--- src/rtl/sched_ctrl_pkg.sv ---
// sched_ctrl_pkg: shared definitions for the schedule controller.
//   - FSM state encoding (IDLE, S1..S5)
//   - operand select codes and unit opcodes driven to the datapath
//   - ctrl_word_t: the full control word for one schedule step
package sched_ctrl_pkg;

    localparam int SEL_W = 4;

    typedef enum logic [2:0] {
        ST_IDLE = 3'd0,
        ST_S1   = 3'd1,
        ST_S2   = 3'd2,
        ST_S3   = 3'd3,
        ST_S4   = 3'd4,
        ST_S5   = 3'd5
    } state_t;

    localparam logic [SEL_W-1:0] SEL_I1   = 4'd0;
    localparam logic [SEL_W-1:0] SEL_I2   = 4'd1;
    localparam logic [SEL_W-1:0] SEL_I3   = 4'd2;
    localparam logic [SEL_W-1:0] SEL_ALU0 = 4'd3;
    localparam logic [SEL_W-1:0] SEL_MUL1 = 4'd4;
    localparam logic [SEL_W-1:0] SEL_MUL2 = 4'd5;
    localparam logic [SEL_W-1:0] SEL_LOG3 = 4'd6;
    localparam logic [SEL_W-1:0] SEL_MUL4 = 4'd7;
    localparam logic [SEL_W-1:0] SEL_ALU5 = 4'd8;
    // Unused-unit code; the datapath mux default returns 0 for it.
    localparam logic [SEL_W-1:0] SEL_IDLE = 4'd15;

    localparam logic       ALU_ADD = 1'b0;
    localparam logic       ALU_SUB = 1'b1;
    localparam logic [1:0] LOG_AND = 2'b00;
    localparam logic [1:0] LOG_OR  = 2'b01;
    localparam logic [1:0] LOG_XOR = 2'b10;
    localparam logic       MUL_MUL = 1'b0;
    localparam logic       MUL_DIV = 1'b1;

    typedef struct packed {
        logic [SEL_W-1:0] alu1_sel1;
        logic [SEL_W-1:0] alu1_sel2;
        logic [SEL_W-1:0] log1_sel1;
        logic [SEL_W-1:0] log1_sel2;
        logic [SEL_W-1:0] mul1_sel1;
        logic [SEL_W-1:0] mul1_sel2;
        logic             alu1_op;
        logic [1:0]       log1_op;
        logic             mul1_op;
        logic             reg_alu0_en;
        logic             reg_alu5_en;
        logic             reg_log3_en;
        logic             reg_mul1_en;
        logic             reg_mul2_en;
        logic             reg_mul4_en;
        logic             result_en;
        logic             done_next;
    } ctrl_word_t;

    localparam int CW_W = $bits(ctrl_word_t);

    // Control word with every unit parked and nothing loading.
    function automatic ctrl_word_t cw_idle();
        ctrl_word_t w;
        w           = '0;
        w.alu1_sel1 = SEL_IDLE;
        w.alu1_sel2 = SEL_IDLE;
        w.log1_sel1 = SEL_IDLE;
        w.log1_sel2 = SEL_IDLE;
        w.mul1_sel1 = SEL_IDLE;
        w.mul1_sel2 = SEL_IDLE;
        return w;
    endfunction

endpackage

--- src/rtl/sched_ctrl_if.sv ---
// sched_ctrl_if: handshake plus datapath control bundle.
//   master : requester/datapath side (drives start/stall, consumes controls)
//   slave  : controller side (sched_ctrl)
interface sched_ctrl_if;
    import sched_ctrl_pkg::*;

    logic             start;
    logic             stall;
    logic             ready;
    logic             busy;
    logic [SEL_W-1:0] alu1_sel1, alu1_sel2;
    logic [SEL_W-1:0] log1_sel1, log1_sel2;
    logic [SEL_W-1:0] mul1_sel1, mul1_sel2;
    logic             alu1_op;
    logic [1:0]       log1_op;
    logic             mul1_op;
    logic             reg_alu0_en, reg_alu5_en, reg_log3_en;
    logic             reg_mul1_en, reg_mul2_en, reg_mul4_en;
    logic             result_en;
    logic             done_next;

    modport slave (
        input  start, stall,
        output ready, busy,
        output alu1_sel1, alu1_sel2, log1_sel1, log1_sel2, mul1_sel1, mul1_sel2,
        output alu1_op, log1_op, mul1_op,
        output reg_alu0_en, reg_alu5_en, reg_log3_en,
        output reg_mul1_en, reg_mul2_en, reg_mul4_en,
        output result_en, done_next
    );

    modport master (
        output start, stall,
        input  ready, busy,
        input  alu1_sel1, alu1_sel2, log1_sel1, log1_sel2, mul1_sel1, mul1_sel2,
        input  alu1_op, log1_op, mul1_op,
        input  reg_alu0_en, reg_alu5_en, reg_log3_en,
        input  reg_mul1_en, reg_mul2_en, reg_mul4_en,
        input  result_en, done_next
    );

endinterface

--- src/rtl/sched_step_decode.sv ---
// sched_step_decode: combinational state -> control word lookup.
//   state_i : current schedule state
//   cw_o    : ungated control word for that step
module sched_step_decode
    import sched_ctrl_pkg::*;
(
    input  state_t     state_i,
    output ctrl_word_t cw_o
);

    always_comb begin
        cw_o = cw_idle();
        case (state_i)
            ST_S1: begin    // i1+i2 -> alu0 ; i2*i3 -> mul1
                cw_o.alu1_sel1   = SEL_I1;
                cw_o.alu1_sel2   = SEL_I2;
                cw_o.alu1_op     = ALU_ADD;
                cw_o.mul1_sel1   = SEL_I2;
                cw_o.mul1_sel2   = SEL_I3;
                cw_o.mul1_op     = MUL_MUL;
                cw_o.reg_alu0_en = 1'b1;
                cw_o.reg_mul1_en = 1'b1;
            end
            ST_S2: begin    // alu0*i1 -> mul2 ; mul1^i3 -> log3
                cw_o.mul1_sel1   = SEL_ALU0;
                cw_o.mul1_sel2   = SEL_I1;
                cw_o.mul1_op     = MUL_MUL;
                cw_o.log1_sel1   = SEL_MUL1;
                cw_o.log1_sel2   = SEL_I3;
                cw_o.log1_op     = LOG_XOR;
                cw_o.reg_mul2_en = 1'b1;
                cw_o.reg_log3_en = 1'b1;
            end
            ST_S3: begin    // mul2*log3 -> mul4
                cw_o.mul1_sel1   = SEL_MUL2;
                cw_o.mul1_sel2   = SEL_LOG3;
                cw_o.mul1_op     = MUL_MUL;
                cw_o.reg_mul4_en = 1'b1;
            end
            ST_S4: begin    // mul4-alu0 -> alu5
                cw_o.alu1_sel1   = SEL_MUL4;
                cw_o.alu1_sel2   = SEL_ALU0;
                cw_o.alu1_op     = ALU_SUB;
                cw_o.reg_alu5_en = 1'b1;
            end
            ST_S5: begin    // alu5+log3 -> result, raise done
                cw_o.alu1_sel1   = SEL_ALU5;
                cw_o.alu1_sel2   = SEL_LOG3;
                cw_o.alu1_op     = ALU_ADD;
                cw_o.result_en   = 1'b1;
                cw_o.done_next   = 1'b1;
            end
            default: cw_o = cw_idle();
        endcase
    end

endmodule

--- src/rtl/sched_ctrl.sv ---
// sched_ctrl: 5-step schedule FSM for the shared ALU/MUL/LOG datapath.
//   clk, rst : clock and synchronous active-high reset
//   bus      : slave side of sched_ctrl_if (start/stall in, ready/busy and
//              all datapath selects, opcodes and load enables out)
module sched_ctrl
    import sched_ctrl_pkg::*;
(
    input  logic         clk,
    input  logic         rst,
    sched_ctrl_if.slave  bus
);

    state_t     state_q, state_d;
    ctrl_word_t cw_raw, cw;

    sched_step_decode u_dec (
        .state_i (state_q),
        .cw_o    (cw_raw)
    );

    always_ff @(posedge clk) begin
        if (rst) state_q <= ST_IDLE;
        else     state_q <= state_d;
    end

    always_comb begin
        state_d = state_q;
        case (state_q)
            ST_IDLE: if (bus.start) state_d = ST_S1;
            ST_S1:   if (!bus.stall) state_d = ST_S2;
            ST_S2:   if (!bus.stall) state_d = ST_S3;
            ST_S3:   if (!bus.stall) state_d = ST_S4;
            ST_S4:   if (!bus.stall) state_d = ST_S5;
            ST_S5:   if (!bus.stall) state_d = ST_IDLE;
            default: state_d = ST_IDLE;
        endcase
    end

    // Stall keeps the operand routing stable but blocks every load, so the
    // step simply re-executes once stall drops.
    always_comb begin
        cw = cw_raw;
        if (bus.stall) begin
            cw.reg_alu0_en = 1'b0;
            cw.reg_alu5_en = 1'b0;
            cw.reg_log3_en = 1'b0;
            cw.reg_mul1_en = 1'b0;
            cw.reg_mul2_en = 1'b0;
            cw.reg_mul4_en = 1'b0;
            cw.result_en   = 1'b0;
            cw.done_next   = 1'b0;
        end
    end

    assign bus.ready       = (state_q == ST_IDLE);
    assign bus.busy        = (state_q != ST_IDLE);
    assign bus.alu1_sel1   = cw.alu1_sel1;
    assign bus.alu1_sel2   = cw.alu1_sel2;
    assign bus.log1_sel1   = cw.log1_sel1;
    assign bus.log1_sel2   = cw.log1_sel2;
    assign bus.mul1_sel1   = cw.mul1_sel1;
    assign bus.mul1_sel2   = cw.mul1_sel2;
    assign bus.alu1_op     = cw.alu1_op;
    assign bus.log1_op     = cw.log1_op;
    assign bus.mul1_op     = cw.mul1_op;
    assign bus.reg_alu0_en = cw.reg_alu0_en;
    assign bus.reg_alu5_en = cw.reg_alu5_en;
    assign bus.reg_log3_en = cw.reg_log3_en;
    assign bus.reg_mul1_en = cw.reg_mul1_en;
    assign bus.reg_mul2_en = cw.reg_mul2_en;
    assign bus.reg_mul4_en = cw.reg_mul4_en;
    assign bus.result_en   = cw.result_en;
    assign bus.done_next   = cw.done_next;

endmodule

--- src/flat_wrapper.sv ---
// flat-port wrapper written by rule: the top's interface ports become plain ports
module sched_ctrl_flat import sched_ctrl_pkg::*;
  (clk, rst, bus_start, bus_stall, bus_ready, bus_busy, bus_alu1_sel1, bus_alu1_sel2, bus_log1_sel1, bus_log1_sel2, bus_mul1_sel1, bus_mul1_sel2, bus_alu1_op, bus_log1_op, bus_mul1_op, bus_reg_alu0_en, bus_reg_alu5_en, bus_reg_log3_en, bus_reg_mul1_en, bus_reg_mul2_en, bus_reg_mul4_en, bus_result_en, bus_done_next);
  sched_ctrl_if bus_i ();
  input  logic clk;
  input  logic rst;
  input wire logic [$bits(bus_i.start)-1:0] bus_start;
  input wire logic [$bits(bus_i.stall)-1:0] bus_stall;
  output wire logic [$bits(bus_i.ready)-1:0] bus_ready;
  output wire logic [$bits(bus_i.busy)-1:0] bus_busy;
  output wire logic [$bits(bus_i.alu1_sel1)-1:0] bus_alu1_sel1;
  output wire logic [$bits(bus_i.alu1_sel2)-1:0] bus_alu1_sel2;
  output wire logic [$bits(bus_i.log1_sel1)-1:0] bus_log1_sel1;
  output wire logic [$bits(bus_i.log1_sel2)-1:0] bus_log1_sel2;
  output wire logic [$bits(bus_i.mul1_sel1)-1:0] bus_mul1_sel1;
  output wire logic [$bits(bus_i.mul1_sel2)-1:0] bus_mul1_sel2;
  output wire logic [$bits(bus_i.alu1_op)-1:0] bus_alu1_op;
  output wire logic [$bits(bus_i.log1_op)-1:0] bus_log1_op;
  output wire logic [$bits(bus_i.mul1_op)-1:0] bus_mul1_op;
  output wire logic [$bits(bus_i.reg_alu0_en)-1:0] bus_reg_alu0_en;
  output wire logic [$bits(bus_i.reg_alu5_en)-1:0] bus_reg_alu5_en;
  output wire logic [$bits(bus_i.reg_log3_en)-1:0] bus_reg_log3_en;
  output wire logic [$bits(bus_i.reg_mul1_en)-1:0] bus_reg_mul1_en;
  output wire logic [$bits(bus_i.reg_mul2_en)-1:0] bus_reg_mul2_en;
  output wire logic [$bits(bus_i.reg_mul4_en)-1:0] bus_reg_mul4_en;
  output wire logic [$bits(bus_i.result_en)-1:0] bus_result_en;
  output wire logic [$bits(bus_i.done_next)-1:0] bus_done_next;
  assign bus_i.start = bus_start;
  assign bus_i.stall = bus_stall;
  assign bus_ready = bus_i.ready;
  assign bus_busy = bus_i.busy;
  assign bus_alu1_sel1 = bus_i.alu1_sel1;
  assign bus_alu1_sel2 = bus_i.alu1_sel2;
  assign bus_log1_sel1 = bus_i.log1_sel1;
  assign bus_log1_sel2 = bus_i.log1_sel2;
  assign bus_mul1_sel1 = bus_i.mul1_sel1;
  assign bus_mul1_sel2 = bus_i.mul1_sel2;
  assign bus_alu1_op = bus_i.alu1_op;
  assign bus_log1_op = bus_i.log1_op;
  assign bus_mul1_op = bus_i.mul1_op;
  assign bus_reg_alu0_en = bus_i.reg_alu0_en;
  assign bus_reg_alu5_en = bus_i.reg_alu5_en;
  assign bus_reg_log3_en = bus_i.reg_log3_en;
  assign bus_reg_mul1_en = bus_i.reg_mul1_en;
  assign bus_reg_mul2_en = bus_i.reg_mul2_en;
  assign bus_reg_mul4_en = bus_i.reg_mul4_en;
  assign bus_result_en = bus_i.result_en;
  assign bus_done_next = bus_i.done_next;
  sched_ctrl u_core (.clk(clk), .rst(rst), .bus(bus_i));
endmodule
--- config.mk ---
export PLATFORM = sky130hd
export DESIGN_NAME = sched_ctrl_flat
export DESIGN_NICKNAME = d
export VERILOG_FILES = /design/src/rtl/sched_ctrl_pkg.sv /design/src/rtl/sched_ctrl_if.sv /design/src/rtl/sched_step_decode.sv /design/src/rtl/sched_ctrl.sv /design/src/flat_wrapper.sv
export SDC_FILE = /design/constraint.sdc
export NUM_CORES = 1
export LEC_CHECK = 0
export CORE_UTILIZATION = 31
export DETAILED_ROUTE_END_ITERATION = 12
export PLACE_DENSITY = 0.78
export REMOVE_ABC_BUFFERS = 1
export SLEW_MARGIN = 10
export SYNTH_ARGS = -nofsm -noshare
export SYNTH_HDL_FRONTEND = slang
export SYNTH_SLANG_ARGS = --single-unit
--- constraint.sdc ---
create_clock -name clk -period 1.17 [get_ports clk]
set_input_delay 0.117 -clock clk [delete_from_list [all_inputs] [get_ports clk]]
set_output_delay 0.117 -clock clk [all_outputs]
set_load 0.02 [all_outputs]
Word-level counts from Yosys, hierarchy flattened

Index checks and enable logic that the tools add are counted.

Register bits: 3
Bits of input ports: 4
Output and inout port bits: 38
Word-level logic and storage cells: 32

Eq/ne operators: 11
Mux-type cells: 17
Reductions and logical operators: 3

Operators with widths:

| kind               | count |
|---|---|
| $pmux 8 s3         | 2 |
| $mux 3             | 6 |
| $pmux 3 s6         | 1 |
| $mux 8             | 2 |
| $ne 2x2->1 const B | 6 |
| $eq 3x2->1 const B | 2 |
| $eq 3x3->1 const B | 2 |
| $reduce_and 6->1   | 1 |
| $mux 1             | 4 |
| $mux 2             | 2 |
| $eq 3x1->1 const B | 1 |
| $logic_not 3->1    | 1 |
| $reduce_bool 3->1  | 1 |

Depth between registers and ports, before layout

Gate-level depths: netlist of the first run.

Depth in word-level cells: 3
Depth in mapped cells: 4
Gate-level depth less buffers: 3

Hierarchy

From an unflattened synthesis of the first run, not the netlist that was laid out.

Cells, all modules: 69
Area total of the unflattened synthesis: 491.7 µm²

By module, submodules not included:

| module            | times used | cells an instance | area each (µm²) | sequential area each (µm²) |
|---|---|---|---|---|
| sched_step_decode | 1          | 43                | 281.5           | 0.0 |
| sched_ctrl        | 1          | 26                | 210.2           | 60.1 |

Least setup slack after synthesis of the first run

No wires, ideal clock.

Path kind: reg2out
Start point: register u_core.state_q[1]
End point: output bus_reg_mul2_en
Arrival time: 1643 ps
Required time: 1053 ps
Slack: -590 ps
Cell stages (with the launch flop): 5
Buffers on the path: 3
Cell sequence: dfxtp_1 -> buf_6 -> clkbuf_8 -> nor4b_1 -> buf_4

Cells in the longest elaborated chain, start to end: 3

Ends and longest elaborated chain:

| element                | RTL line                | text |
|---|---|---|
| start, declared        | sched_ctrl.sv:13        | `state_t state_q, state_d;` |
| start signal, assigned | sched_ctrl.sv:23        | `else state_q <= state_d;` |
| $eq 3x2->1             | sched_step_decode.sv:13 | `case (state_i)` |
| $mux 1                 | sched_step_decode.sv:13 |  |
| $mux 8                 | sched_ctrl.sv:43        | `if (bus.stall) begin` |
| end, declared          | flat_wrapper.sv:24      | `output wire logic [$bits(bus_i.reg_mul2_en)-1:0] bus_reg_mul2_en;` |

No other way between the ends.

Final worst setup path of the first run

Start point: register u_core.state_q[1]
End point: output bus_mul1_sel2[2]

Cells in the longest elaborated chain, start to end: 2
Elaborated cells between the ends (all ways): 4
Classes of those cells: 3 x eq/ne; 1 x mux

Ends and longest elaborated chain:

| element                                         | RTL line                | text |
|---|---|---|
| $eq 3x2->1 / $eq 3x1->1 (equally long branches) | sched_step_decode.sv:13 |  |
| $pmux 8 s3 *                                    | sched_step_decode.sv:13 |  |
| end, declared                                   | flat_wrapper.sv:16      | `output wire logic [$bits(bus_i.mul1_sel2)-1:0] bus_mul1_sel2;` |

Every way passes the cells marked *; elsewhere a longest branch is shown, timed or not.

==> run summary, run 1 <==
The synthesized netlist occupies a cell area of 499 um2. The first global-routing pass estimated 1.80 mm of wire. Max-cap violations in this run came to 0.

For the final routed DRC violation total, the log shows 1. TritonCTS built the clock tree. Of the synthesized area, sequential elements account for 12.0%. Number of global-route vias before repair: 413. The largest registers in the layout are u_core.state_q x3. Across the routed clock network, the largest skew measured is 0.00374 ns. Static timing analysis puts the maximum clock frequency at 711 MHz.

For the first-iteration detailed-routing DRC count, the log shows 4. Cell internal power was estimated by the tool at 0.500 mW. The data arrival time of the worst path was 1.29 ns. Including well taps, the total number of placed cells is 103.

The register clock-pin slew on the reported worst setup and hold paths is 0.04 ns. The floorplan step set the die height to 42.1 um. The finished layout holds 113 standard cells, fillers aside.

After detailed routing, the average wire length per cell comes to 10.3 um. In this run, CTS created clock tree buffers numbering 3. met2 is the most crowded layer.

The via density per instance came out at 4.43. Cell leakage power: 0.410 nW. The largest area contributor in the synthesized netlist was sky130_fd_sc_hd__buf_4. The run gives 102 as the net total in the final layout.

The critical path starts at u_core.state_q[1]$_SDFFE_PP0P_. In this run, distinct cell masters in the synthesized netlist total 26. The switching power of the nets was 0.366 mW. The number of hold-slack violations in the final timing report was 0; the count of final max-slew check failures was 0. The worst setup path is captured at an output port. The logs give 12.6% for the global routing met1 resource utilization and 64.6% for the combinational share of power.

Area inside the core boundary: 1510 um2. The synthesized design contains 3 register bits. Counting every sink on the clock net gives 3. The number of H-tree levels is 1, and the cell row count is 14.

VDD sags by at most 0.493 mV. By startpoint and endpoint, the worst setup path is classified as flop to output port. Sequential cells burn 14.6% of the power. The cell count of the worst hold path came out at 2. Leaving out fill and tap cells, the most frequent cells in the layout are sky130_fd_sc_hd__buf_4, sky130_fd_sc_hd__buf_6, sky130_fd_sc_hd__buf_2, sky130_fd_sc_hd__clkdlybuf4s15_2, sky130_fd_sc_hd__conb_1. Per report_power, the clock group accounts for 20.8% of the total.

For the pin count of the biggest net entering global routing, the log shows 11. In this run the worst hold path is classified as input port to flop. The routed layout has 501 vias. For this configuration, the core starts out at a cell density of 33.1%. The worst path uses 120% of the clock period. The final standard cell utilization of the core is 55.0%, and the minimum clock period is 1.41 ns. The total iterations of the first detailed-routing run was 7; the insertion delay of the later-clocked pin in the worst-skew pair was 0.23 ns. The cell area power density works out to 1050 nW/um2. Of all nets on the critical path, the largest fanout is 5. Yosys printed 0 warnings.

The HPWL after detailed placement is 806 um. For this run, global-route usage on met3 was measured as 4.74%. The total global routing overflow was 0. The synthesized design devotes to its leading area cell type 28.6% of total area.

The last weighted congestion value of the routability-driven placer was 0.709. The die covers 1770 um2. From left edge to right edge, the die measures 42.1 um.

The number of flip-flops in the largest register was 3; the switching power as a share of total power was 42.2%. Setup repair after global routing could not meet its margin everywhere. The number of cells on the worst reg-to-reg path was 6.

Yosys attributes the largest share of cell area to sky130_fd_sc_hd__buf_4, sky130_fd_sc_hd__dfxtp_1, sky130_fd_sc_hd__buf_6, sky130_fd_sc_hd__and4bb_2, sky130_fd_sc_hd__or2b_1. Compared with the post-synthesis result, the final layout area differs by 65.9%. The library cell used most frequently in the layout, excluding fill and tap cells, is sky130_fd_sc_hd__buf_4. The run gives 1.05 ns as the critical path required time. The register name with the most flops was u_core.state_q. For this run, global-route usage on met2 was measured as 23.8%. The tools report the maximum clock path buffer count as 2.

Setup violations remaining at the end of the flow were counted as 34. The flow ran to the end, but the final reports show violations. The tools report the number of primary I/O pins as 42. The count of nets left with antenna violations once routing finished came out at 0. Counting every instance in the synthesized netlist gives 63. The number of antenna violations at the first check in global routing is 0, and the worst-case setup margin in the final layout is -0.236 ns. The average size of a mapped cell is 7.92 um2. The worst register-to-register path begins at u_core.state_q[1]$_SDFFE_PP0P_. The number of antenna diodes in the final layout is 0.

The checks that failed: design-rule violations, negative setup slack. The fraction of final layout cells with drive strength greater than 1 works out to 68.0%. The root buffer cell chosen for the clock tree is sky130_fd_sc_hd__clkbuf_4. The final layout contains routed wiring with a total length of 1.17 mm. The count of buffers added on input and output ports is 36. The tools report the type of element launching the critical path as a flop. For this run, the total global-route usage over all layers was measured as 13.1%.

The startpoint of the worst hold path is rst.
-- final timing paths --
kind                                     to  slack (ns)
min          u_core.state_q[2]$_SDFFE_PP0P_        0.52
max reg2reg  u_core.state_q[0]$_SDFFE_PP0P_       -0.04
max                        bus_mul1_sel2[2]       -0.24
min reg2reg  u_core.state_q[1]$_SDFFE_PP0P_        0.62
-- cells in the mapped netlist --
cell type / instances
sky130_fd_sc_hd__nor4b_1: 2
sky130_fd_sc_hd__and2b_2: 2
sky130_fd_sc_hd__nor2_1: 3
sky130_fd_sc_hd__inv_1: 1
sky130_fd_sc_hd__and4bb_2: 2
sky130_fd_sc_hd__inv_2: 1
sky130_fd_sc_hd__clkbuf_8: 1
sky130_fd_sc_hd__xnor2_1: 1
sky130_fd_sc_hd__buf_6: 3
sky130_fd_sc_hd__or3_4: 1
sky130_fd_sc_hd__a21o_1: 2
sky130_fd_sc_hd__conb_1: 2
sky130_fd_sc_hd__nor3_2: 1
sky130_fd_sc_hd__buf_4: 19
sky130_fd_sc_hd__nand2_1: 3
sky130_fd_sc_hd__nor2b_1: 1
sky130_fd_sc_hd__dfxtp_1: 3
sky130_fd_sc_hd__nand2b_1: 2
sky130_fd_sc_hd__o21ai_0: 1
sky130_fd_sc_hd__or2_1: 2
sky130_fd_sc_hd__a21oi_1: 2
sky130_fd_sc_hd__o211a_1: 1
sky130_fd_sc_hd__or2b_1: 3
sky130_fd_sc_hd__nor3_1: 2
sky130_fd_sc_hd__and2b_4: 1
sky130_fd_sc_hd__o21bai_1: 1
-- routing by layer --
| metal | share of wire, % | wire length, um |
|---|---|---|
| met1 | 35 | 406 |
| met2 | 55 | 648 |
| met3 | 9.8 | 114 |
| met4 | 0 | 0 |
| met5 | 0 | 0 |
-- critical path: stages (launching register included) --
cell and delay, ns:
sky130_fd_sc_hd__dfxtp_4 0.35, sky130_fd_sc_hd__clkbuf_2 0.14, sky130_fd_sc_hd__or2b_1 0.23, sky130_fd_sc_hd__a21o_1 0.18
sky130_fd_sc_hd__buf_2 0.15
-- per-stage QoR --
stage / hold slack, ns / setup TNS [ns] / setup slack [ns] / total power [mW] / cell area (um2)
2_1_floorplan: 0.188 / -7.22 / -0.863 / 0.402 / 320
3_3_place_gp: 0.727 / -13.64 / -0.625 / 0.678 / 761
3_5_place_dp: 0.743 / -14.21 / -0.701 / 0.688 / 761
4_1_cts: 0.494 / -4.34 / -0.240 / 0.832 / 767
5_1_grt: 0.522 / -6.79 / -0.296 / 0.922 / 828
6_report: 0.520 / -4.83 / -0.236 / 0.866 / 828
-- what timing repair did --
action | CTS | global route
resized for setup | 153 | 16
endpoints found under the setup margin | 34 | 35
buffers inserted | 1 | 5
hold buffers | 0 | 0
pin swaps | 0 | 1
gates cloned | 0 | 0
-- area by class of cell --
class	count	area [um2]
clock buffer	4	26.3
fill	151	678
inverter	2	7.51
multi-input combinational	38	280
sequential	3	71.3
tap	16	20.0
timing repair buffer	50	423
-- power groups by stage --
stage	sequential [mW]	clock, mW	combinational (mW)
CTS	0.131	0.191	0.509
floorplan	0.136	0	0.265
finish	0.126	0.180	0.559
global route	0.130	0.201	0.591
detailed placement	0.133	0	0.555
global placement	0.132	0	0.546
-- cell families after synthesis --
group,count (synthesis),synth area share [%]
DFF,3,12.0
other,2,1.50
and+or+nand+nor,25,35.6
AOI/OAI and AO/OA,7,9.52
xor gates and xnor gates,1,1.75
buffers and inverters,25,39.6
(Power assumes the default switching activity.)
==> run 2: changes to the inputs <==
Settings changed: CORE_MARGIN set to 2.
==> run summary, run 2 (synthesis results as in run 1) <==
The flow ran to the end, but the final reports show violations. Failing checks: negative setup slack (was design-rule violations, negative setup slack). The run gives 103 (was 102) as the net total in the final layout.

The switching power as a share of total power came out at 41.3% (was 42.2%). The run gives 3 (unchanged) as the number of clock buffers inserted by TritonCTS. Critical path's top delay family: flip-flops (unchanged). For the total iterations of the first detailed-routing run, the log shows 3 (was 7). The tools report the remaining number of nets flagged by the antenna check after routing as 0 (unchanged). The logs give 0 (unchanged) for the number of antenna violations at the first check in global routing and 1 (unchanged) for the number of H-tree levels. The tools report the maximum ir drop on the vdd rail as 0.491 mV (was 0.493 mV). Last weighted congestion value of the routability-driven placer: 0.693 (was 0.709). The class of the tightest hold or removal check is input port to flop (unchanged). The register name with the most flops was u_core.state_q (unchanged). For the data arrival time of the worst path, the log shows 1.25 ns (was 1.29 ns).

The type of element launching the critical path was a flop (unchanged). The maximum clock frequency is 732 MHz (was 711 MHz), and the number of global-route vias before repair is 443 (was 413). Setup repair after global routing could not meet its margin everywhere. The commonest non-fill, non-tap cell in the layout is sky130_fd_sc_hd__buf_6 (was sky130_fd_sc_hd__buf_4).

Cell type of the slowest stage on the worst timing path: sky130_fd_sc_hd__dfxtp_4 (unchanged). The logs give 13.4% (was 13.1%) for the total routing usage reported by global routing and 114 (was 113) for the post-route non-filler standard cell count. The run gives 35 (was 34) as the final setup violation count. Area inside the core boundary: 1510 um2 (unchanged).

Starting utilization of the core area: 33.1% (unchanged). The cell leakage power was 0.430 nW (was 0.410 nW). The final routed DRC violation total was 0 (was 1); the number of buffer and inverter instances along the worst setup path was 2 (unchanged). The run gives 501 (unchanged) as the vias after detailed routing. The count of final max-slew check failures is 0 (unchanged), and the total negative slack is -3.84 ns (was -4.83 ns). The run gives 1950 um2 (was 1770 um2) as the total die area. The worst hold margin came out at 0.541 ns (was 0.520 ns). The logs give 0 (unchanged) for the number of hold-slack violations in the final timing report and -0.197 ns (was -0.236 ns) for the worst-case setup margin in the final layout. The antenna diode count was 0 (unchanged); the cell row count was 14 (unchanged). The type of element capturing the critical path was an output port (unchanged). The first-iteration detailed-routing DRC count was 2 (was 4); the max-cap violation count was 0 (unchanged). The final routed wire length divided by cell count came out at 11.4 um (was 10.3 um). The area growth from synthesis to final layout is 85.2% (was 65.9%), and the placed cell count is 106 (was 103). Routed wire length: 1.30 mm (was 1.17 mm). Die width: 44.1 um (was 42.1 um). TritonCTS built the clock tree.

The wire length of the first global-routing pass was 1.89 mm (was 1.80 mm); the cell count of the worst hold path was 2 (unchanged). The overall die height works out to 44.1 um (was 42.1 um). The via density per instance is 4.39 (was 4.43), and the register clock-pin slew on the reported worst setup and hold paths is 0.04 ns (about the same). The critical path class was flop to output port (unchanged). The final period utilization was 117% (was 120%); the fraction of power consumed by sequential logic was 13.7% (was 14.6%). The number of cells on the worst reg-to-reg path is 6 (unchanged). The tools report the part of the power in the clock network as 18.8% (was 20.8%). Highest-count cells in the layout ignoring fill and taps: sky130_fd_sc_hd__buf_6, sky130_fd_sc_hd__buf_4, sky130_fd_sc_hd__dlygate4sd2_1, sky130_fd_sc_hd__conb_1 (was sky130_fd_sc_hd__buf_4, sky130_fd_sc_hd__buf_6, sky130_fd_sc_hd__buf_2, sky130_fd_sc_hd__clkdlybuf4s15_2, sky130_fd_sc_hd__conb_1).

Post-route total power: 0.957 mW (was 0.866 mW). The insertion delay of the later-clocked pin in the worst-skew pair was 0.23 ns (about the same). The minimum clock period is 1.37 ns (was 1.41 ns). The run gives 1.05 ns (about the same) as the critical path required time. The stage delay of the slowest cell on the critical path was 0.36 ns (was 0.35 ns); the pin count of the biggest net entering global routing was 13 (was 11). The number of flip-flops in the largest register is 3 (unchanged), and the combinational share of power is 67.5% (was 64.6%). The worst-path maximum fanout is 7 (was 5), and the total global routing overflow is 0 (unchanged). The tools report the number of sinks handled by clock tree synthesis as 3 (unchanged). The most common cell type on the critical path is sky130_fd_sc_hd__buf_6. The logs give 2 (unchanged) for the maximum clock path buffer count and 0.000629 ns (was 0.00374 ns) for the clock skew after layout. The number of port buffers came out at 36 (unchanged).

Regs by FF count: u_core.state_q x3 (unchanged). Critical-path cell list: buf_6 > or2b_1 > a21o_1 > buf_6 (was clkbuf_2 > or2b_1 > a21o_1 > buf_2). The fraction of final layout cells with drive strength greater than 1 works out to 65.3% (was 68.0%). The post-placement worst setup slack is -0.616 ns (was -0.701 ns), and the number of gates on the worst path with buffers counted is 4 (unchanged). Root cell of the clock tree: sky130_fd_sc_hd__clkbuf_4 (unchanged). The internal power is 0.562 mW (was 0.500 mW), and the estimated wirelength of the detail-placed design is 905 um (was 806 um). The cell area power density was 1040 nW/um2 (was 1050 nW/um2); the switching power of the nets was 0.396 mW (was 0.366 mW). The number of primary I/O pins came out at 42 (unchanged). The number of filler instances in the final layout came out at 138 (was 151).
[run 2: cell types whose count changed in the layout (fill, tap and decap cells not counted), moves of 2 or more]
| cell | before | now |
|---|---|---|
| sky130_fd_sc_hd__dlygate4sd2_1 | 1 | 7 |
| sky130_fd_sc_hd__nor3_2 | 3 | 1 |
| sky130_fd_sc_hd__buf_4 | 16 | 14 |
| sky130_fd_sc_hd__clkdlybuf4s15_2 | 7 | 2 |
| sky130_fd_sc_hd__buf_2 | 11 | 3 |
| sky130_fd_sc_hd__buf_6 | 12 | 23 |
[run 2: layout make-up]
type,count,area (um2),area share (%)
Inverter,2,7.51,0.812
Multi-Input combinational cell,38,317,34.2
Tap cell,16,20.0,2.17
Sequential cell,3,71.3,7.71
Clock buffer,4,26.3,2.84
Timing Repair Buffer,51,483,52.2
[run 2: per-layer routing]
metal	track usage [%]	wire length (um)
met5	0	0
met4	7.27	0
met3	2.86	103
met2	24.7	726
met1	13.8	468
[run 2: final timing paths]
check                                  from                             end  slack, ns
max reg2reg  u_core.state_q[0]$_SDFFE_PP0P_  u_core.state_q[1]$_SDFFE_PP0P_      -0.05
max          u_core.state_q[0]$_SDFFE_PP0P_                bus_mul1_sel1[2]      -0.20
min                                     rst  u_core.state_q[2]$_SDFFE_PP0P_       0.54
min reg2reg  u_core.state_q[2]$_SDFFE_PP0P_  u_core.state_q[1]$_SDFFE_PP0P_       0.61
[run 2: stage by stage]
stage	cell area (um2)	util [%]
after global placement	783	52.0
final	925	61.4
after floorplan	320	-
after detailed placement	783	52.0
after CTS	886	58.8
after global routing	925	61.4
[run 2: power groups by stage]
stage	combinational, mW	sequential, mW	clock (mW)
2_1_floorplan	0.265	0.136	0
3_3_place_gp	0.558	0.134	0
6_report	0.646	0.131	0.180
4_1_cts	0.627	0.130	0.189
5_1_grt	0.680	0.132	0.204
3_5_place_dp	0.567	0.135	0
[run 2: what timing repair did]
action	CTS	global route
hold buffers	0	0
setup buffers	3	1
resized for setup	174	7
endpoints found under the setup margin	34	35
pin swaps	2	0
==> RTL change 1: new RTL, settings of run 1 <==
Re-encode `state_t` (6 states) as one-hot, 6 bits wide.
--- a/src/rtl/sched_ctrl_pkg.sv
+++ b/src/rtl/sched_ctrl_pkg.sv
@@ -6,13 +6,13 @@
 
     localparam int SEL_W = 4;
 
-    typedef enum logic [2:0] {
-        ST_IDLE = 3'd0,
-        ST_S1   = 3'd1,
-        ST_S2   = 3'd2,
-        ST_S3   = 3'd3,
-        ST_S4   = 3'd4,
-        ST_S5   = 3'd5
+    typedef enum logic [5:0] {
+        ST_IDLE = 6'b000001,
+        ST_S1   = 6'b000010,
+        ST_S2   = 6'b000100,
+        ST_S3   = 6'b001000,
+        ST_S4   = 6'b010000,
+        ST_S5   = 6'b100000
     } state_t;
 
     localparam logic [SEL_W-1:0] SEL_I1   = 4'd0;
Formal check against the unedited RTL: no difference found for any inputs over 10 cycles, from zero or initial values and one cycle with rst high; not proved beyond that.
==> RTL change 1 against run 1 <==
- the flow finishes with violations (setup timing)
- sequential cell count rose by 3
- synthesized area rose by 43%
- utilization rose by 11 points
- power fell by 4.7%
- wire length rose by 130%
- sequential power rose by 79%
- first-iteration DRC count rose to 4.0 times the old value
- count of clock-buffer cells in the layout fell by 1
- sequential share of layout area rose by 0.63 points
- cell area rose by 73%
- setup slack got worse by 0.34 ns
==> RTL change 1: results (changes against run 1) <==
\begin{tabular}{lr}
\hline
Metric & Value \\
\hline
\multicolumn{2}{l}{\textbf{Outcome}} \\
\quad Status & complete, but fails checks \\
\quad Violations in the final reports & setup timing \\
\multicolumn{2}{l}{\textbf{Setup path}} \\
\quad Data arrival time of the critical path & 1.85 ns (+0.56 ns) \\
\quad Start-to-end type of the worst setup path & flop to flop \\
\quad Start of the worst register-to-register path & u\_core.state\_q[2] \\
\multicolumn{2}{l}{\textbf{Synthesis}} \\
\quad Synth top area cells & buf\_4 21\%, dfxtp\_1 17\%, nor2\_1 5.3\% \\
\multicolumn{2}{l}{\textbf{Detailed routing}} \\
\quad Count of routing violations after the opening detailed-route iteration & 16 (+12) \\
\quad Wire length on met1 & 1020 microns (+150\%) \\
\quad Post-detailed-routing wire length & 2740 microns (+130\%) \\
\quad Met3 routed WL & 128 microns (+12\%) \\
\quad Detailed-routing iteration count for the pre-antenna-repair pass & 5 (-2) \\
\quad Total met2 wirelength after detailed routing & 1520 microns (+130\%) \\
\quad Highest routed layer & met4 \\
\multicolumn{2}{l}{\textbf{Placed design}} \\
\quad Setup Slack @ Placement & -0.782 ns (-0.0805 ns) \\
\quad Final RePlAce weighted congestion & 0.837 (+18\%) \\
\quad Instance area at placement & 1130 sq um (+48\%) \\
\multicolumn{2}{l}{\textbf{STA}} \\
\quad Worst Hold Slack & 0.477 ns (-0.0421 ns) \\
\quad Number of endpoints failing setup at the final stage & 38 (+12\%) \\
\quad Worst setup margin & -0.574 ns (-0.338 ns) \\
\multicolumn{2}{l}{\textbf{Layout}} \\
\quad Ratio of cells with drive above 1 in the final layout & 73.7\% (+5.7 points) \\
\multicolumn{2}{l}{\textbf{Global route}} \\
\quad All-Layer GR Usage & 22.6\% (+9.5 points) \\
\quad GR Layer Usage met1 & 23.7\% (+11 points) \\
\quad Global routing met2 resource utilization & 41.4\% (+18 points) \\
\multicolumn{2}{l}{\textbf{Min path}} \\
\quad Hold/Removal Path Class & flop to flop \\
\multicolumn{2}{l}{\textbf{Clocking}} \\
\quad Clock latency on the worst-skew pair & 0.25 ns (+0.02 ns) \\
\hline
\end{tabular}
[RTL change 1: changes by cell type after synthesis, sizes merged, moves of 3 or more]
cell    change
and2b       -3
a21oi       +4
nand2       +5
nor4        +4
clkbuf      +3
nor2b       +3
nor2        +7
dfxtp       +3
[RTL change 1: kinds of logic (layout without fill, tap and decap cells)]
logic type | Yosys count | count (layout) | synth area share, %
muxes | 1 | 1 | 1.40
other | 2 | 5 | 1.05
and+or+nand+nor | 41 | 41 | 33.0
buffers and inverters | 30 | 87 | 30.3
AOI/OAI and AO/OA | 13 | 13 | 13.7
xor gates and xnor gates | 3 | 3 | 3.68
DFF | 6 | 6 | 16.8
[RTL change 1: cell type report]
cell class,instances,area [sq um]
clock buffer,3,22.5
fill,190,756
inverter,4,15.0
multi-input combinational,63,522
sequential,6,133
tap,28,35.0
timing repair buffer,80,708
[RTL change 1: repair_timing]
item / 4_1_cts / 5_1_grt
endpoints found under the setup margin: 37 / 39
endpoints found under the hold margin: 0 / 0
gates cloned: 1 / 0
gates resized for setup: 197 / 30
hold buffers: 0 / 0
buffers inserted: 12 / 4
pin swaps: 13 / 10
[RTL change 1: through the flow]
step	power, mW	utilization, %	TNS, ns
after floorplan	0.367	-	-13.90
after global placement	0.532	51.5	-20.89
after detailed placement	0.541	51.5	-22.11
after CTS	0.799	59.6	-14.31
after global routing	0.871	65.5	-18.17
final	0.825	65.5	-15.53
[RTL change 1: power by group]
group	switching (mW)	leakage (nW)	internal [mW]	total, mW
Combinational	0.198	0.600	0.205	0.403
Clock	0.0814	0.0138	0.116	0.198
Sequential	0.0139	0.0515	0.211	0.225
Total	0.293	0.666	0.532	0.825
[RTL change 1: worst max-delay path, stage by stage (launching register included)]
cell and delay (ns):
dfxtp_4 0.37, buf_6 0.12, or4_4 0.55, a221oi_4 0.36
o221ai_2 0.19
==> RTL change 2: new RTL, settings of run 1 <==
Made on the original files. The package constant `SEL_W` goes from 4 to 5.
--- a/src/rtl/sched_ctrl_pkg.sv
+++ b/src/rtl/sched_ctrl_pkg.sv
@@ -4,7 +4,7 @@
 //   - ctrl_word_t: the full control word for one schedule step
 package sched_ctrl_pkg;
 
-    localparam int SEL_W = 4;
+    localparam int SEL_W = 5;
 
     typedef enum logic [2:0] {
         ST_IDLE = 3'd0,
Interface: changed (6 resized); port bits go from 42 to 48. The function was not compared with the original's and may differ.
==> RTL change 2 against run 1 <==
- the flow still finishes with violations (DRC, setup timing)
- worst hold slack got worse by 0.037 ns
- sequential cell count did not move
- wire length rose by 11%
- register-to-register slack improved by 0.07 ns
- first-iteration DRC count rose to 3.0 times the old value
- power rose by 16%
- setup slack got worse by 0.0056 ns
- cell area rose by 23%
- synthesized area rose by 9.0%
- critical path type unchanged
- largest cell class unchanged
==> RTL change 2: results (changes against run 1) <==
\begin{tabular}{lr}
\hline
Metric & Value \\
\hline
\multicolumn{2}{l}{\textbf{STA}} \\
\quad Number of endpoints failing setup at the final stage & 31 (-8.8\%) \\
\quad Worst setup margin & -0.242 ns (-0.00563 ns) \\
\quad Final Skew & 0.00501 ns (+0.00127 ns) \\
\multicolumn{2}{l}{\textbf{Detailed routing}} \\
\quad Via count & 539 (+7.6\%) \\
\quad Count of routing violations after the opening detailed-route iteration & 12 (+8) \\
\quad Residual DRC count & 1 (unchanged) \\
\quad Post-detailed-routing wire length & 1290 microns (+11\%) \\
\quad Detailed-routing iteration count for the pre-antenna-repair pass & 11 (+4) \\
\multicolumn{2}{l}{\textbf{Setup path}} \\
\quad Worst setup slack for register-to-register paths & 0.03 ns (+0.07 ns) \\
\quad Critical path launch point & u\_core.state\_q[0] \\
\quad Worst R2R Path Depth & 5 (-1) \\
\multicolumn{2}{l}{\textbf{Layout}} \\
\quad Buffer share of cell area & 51.3\% (+0.24 points) \\
\quad Buffers outside the clock class & 54 (+8.0\%) \\
\quad Layout multi-input combinational cell count & 44 (+16\%) \\
\quad Final sequential cell count & 3 (unchanged) \\
\quad NumNets Final & 112 (+9.8\%) \\
\multicolumn{2}{l}{\textbf{Global route}} \\
\quad First-pass GRT wire length & 1700 microns (-5.7\%) \\
\quad Pin count of the biggest net entering global routing & 12 (+1) \\
\quad All-Layer GR Usage & 11.9\% (-1.2 points) \\
\multicolumn{2}{l}{\textbf{Outcome}} \\
\quad Violations in the final reports & DRC, setup timing \\
\quad Status & complete, but fails checks \\
\multicolumn{2}{l}{\textbf{Pwr}} \\
\quad Maximum vdd drop & 589 uV (+20\%) \\
\multicolumn{2}{l}{\textbf{Placed design}} \\
\quad Detailed Place HPWL & 842 microns (+4.5\%) \\
\quad Setup Slack @ Placement & -0.649 ns (+0.0520 ns) \\
\quad Final RePlAce weighted congestion & 0.632 (-11\%) \\
\multicolumn{2}{l}{\textbf{Synthesis}} \\
\quad Part of the Yosys area used for sequential elements & 11.0\% (-1.0 points) \\
\hline
\end{tabular}
-- RTL change 2: cell count changes after synthesis --
cell   delta
buf_4     +6
-- RTL change 2: through the flow --
stage               instance area, sq um  std cells  TNS (ns)
finish                              1010        123     -3.64
global route                        1010        123     -5.38
CTS                                  857        118     -3.09
detailed placement                   783        109    -13.96
global placement                     783        109    -13.54
floorplan                            343         49     -7.22
-- RTL change 2: routing by layer --
| layer | track usage (%) | wire, microns | part of all wire [%] |
|---|---|---|---|
| met2 | 21.2 | 708 | 55 |
| met1 | 13.0 | 443 | 34 |
| met5 | 0 | 0 | 0 |
| met3 | 4.58 | 141 | 11 |
| met4 | 3.64 | 0 | 0 |
-- RTL change 2: logic make-up (layout without fill, tap and decap cells) --
group,count (synthesis),in the layout,share of synthesized area (%)
AOI/OAI and AO/OA,7,7,8.73
buffers and inverters,31,60,44.6
DFF,3,3,11.0
xor gates and xnor gates,1,1,1.61
and+or+nand+nor,25,25,32.6
other,2,11,1.38
-- RTL change 2: worst min path at each step --
stage,startpoint,end,slack [ns],cells after the start
after floorplan,rst,u_core.state_q[1],0.19,1
after global placement,u_core.state_q[0],u_core.state_q[0],0.69,2
after detailed placement,u_core.state_q[0],u_core.state_q[0],0.71,2
after CTS,rst,u_core.state_q[2],0.48,2
after global routing,rst,u_core.state_q[1],0.51,2
final,rst,u_core.state_q[2],0.48,2
-- RTL change 2: timing repair --
item / CTS / global route
endpoints found under the setup margin: 33 / 34
cloned: 1 / 0
pin swaps: 3 / 7
resized for setup: 191 / 32
setup buffers: 4 / 5
-- RTL change 2: power breakdown --
| group | switching, mW | internal (mW) | total (mW) |
|---|---|---|---|
| logic | 0.358 | 0.344 | 0.702 |
| clock network | 0.0512 | 0.128 | 0.179 |
| registers | 0.0160 | 0.111 | 0.127 |
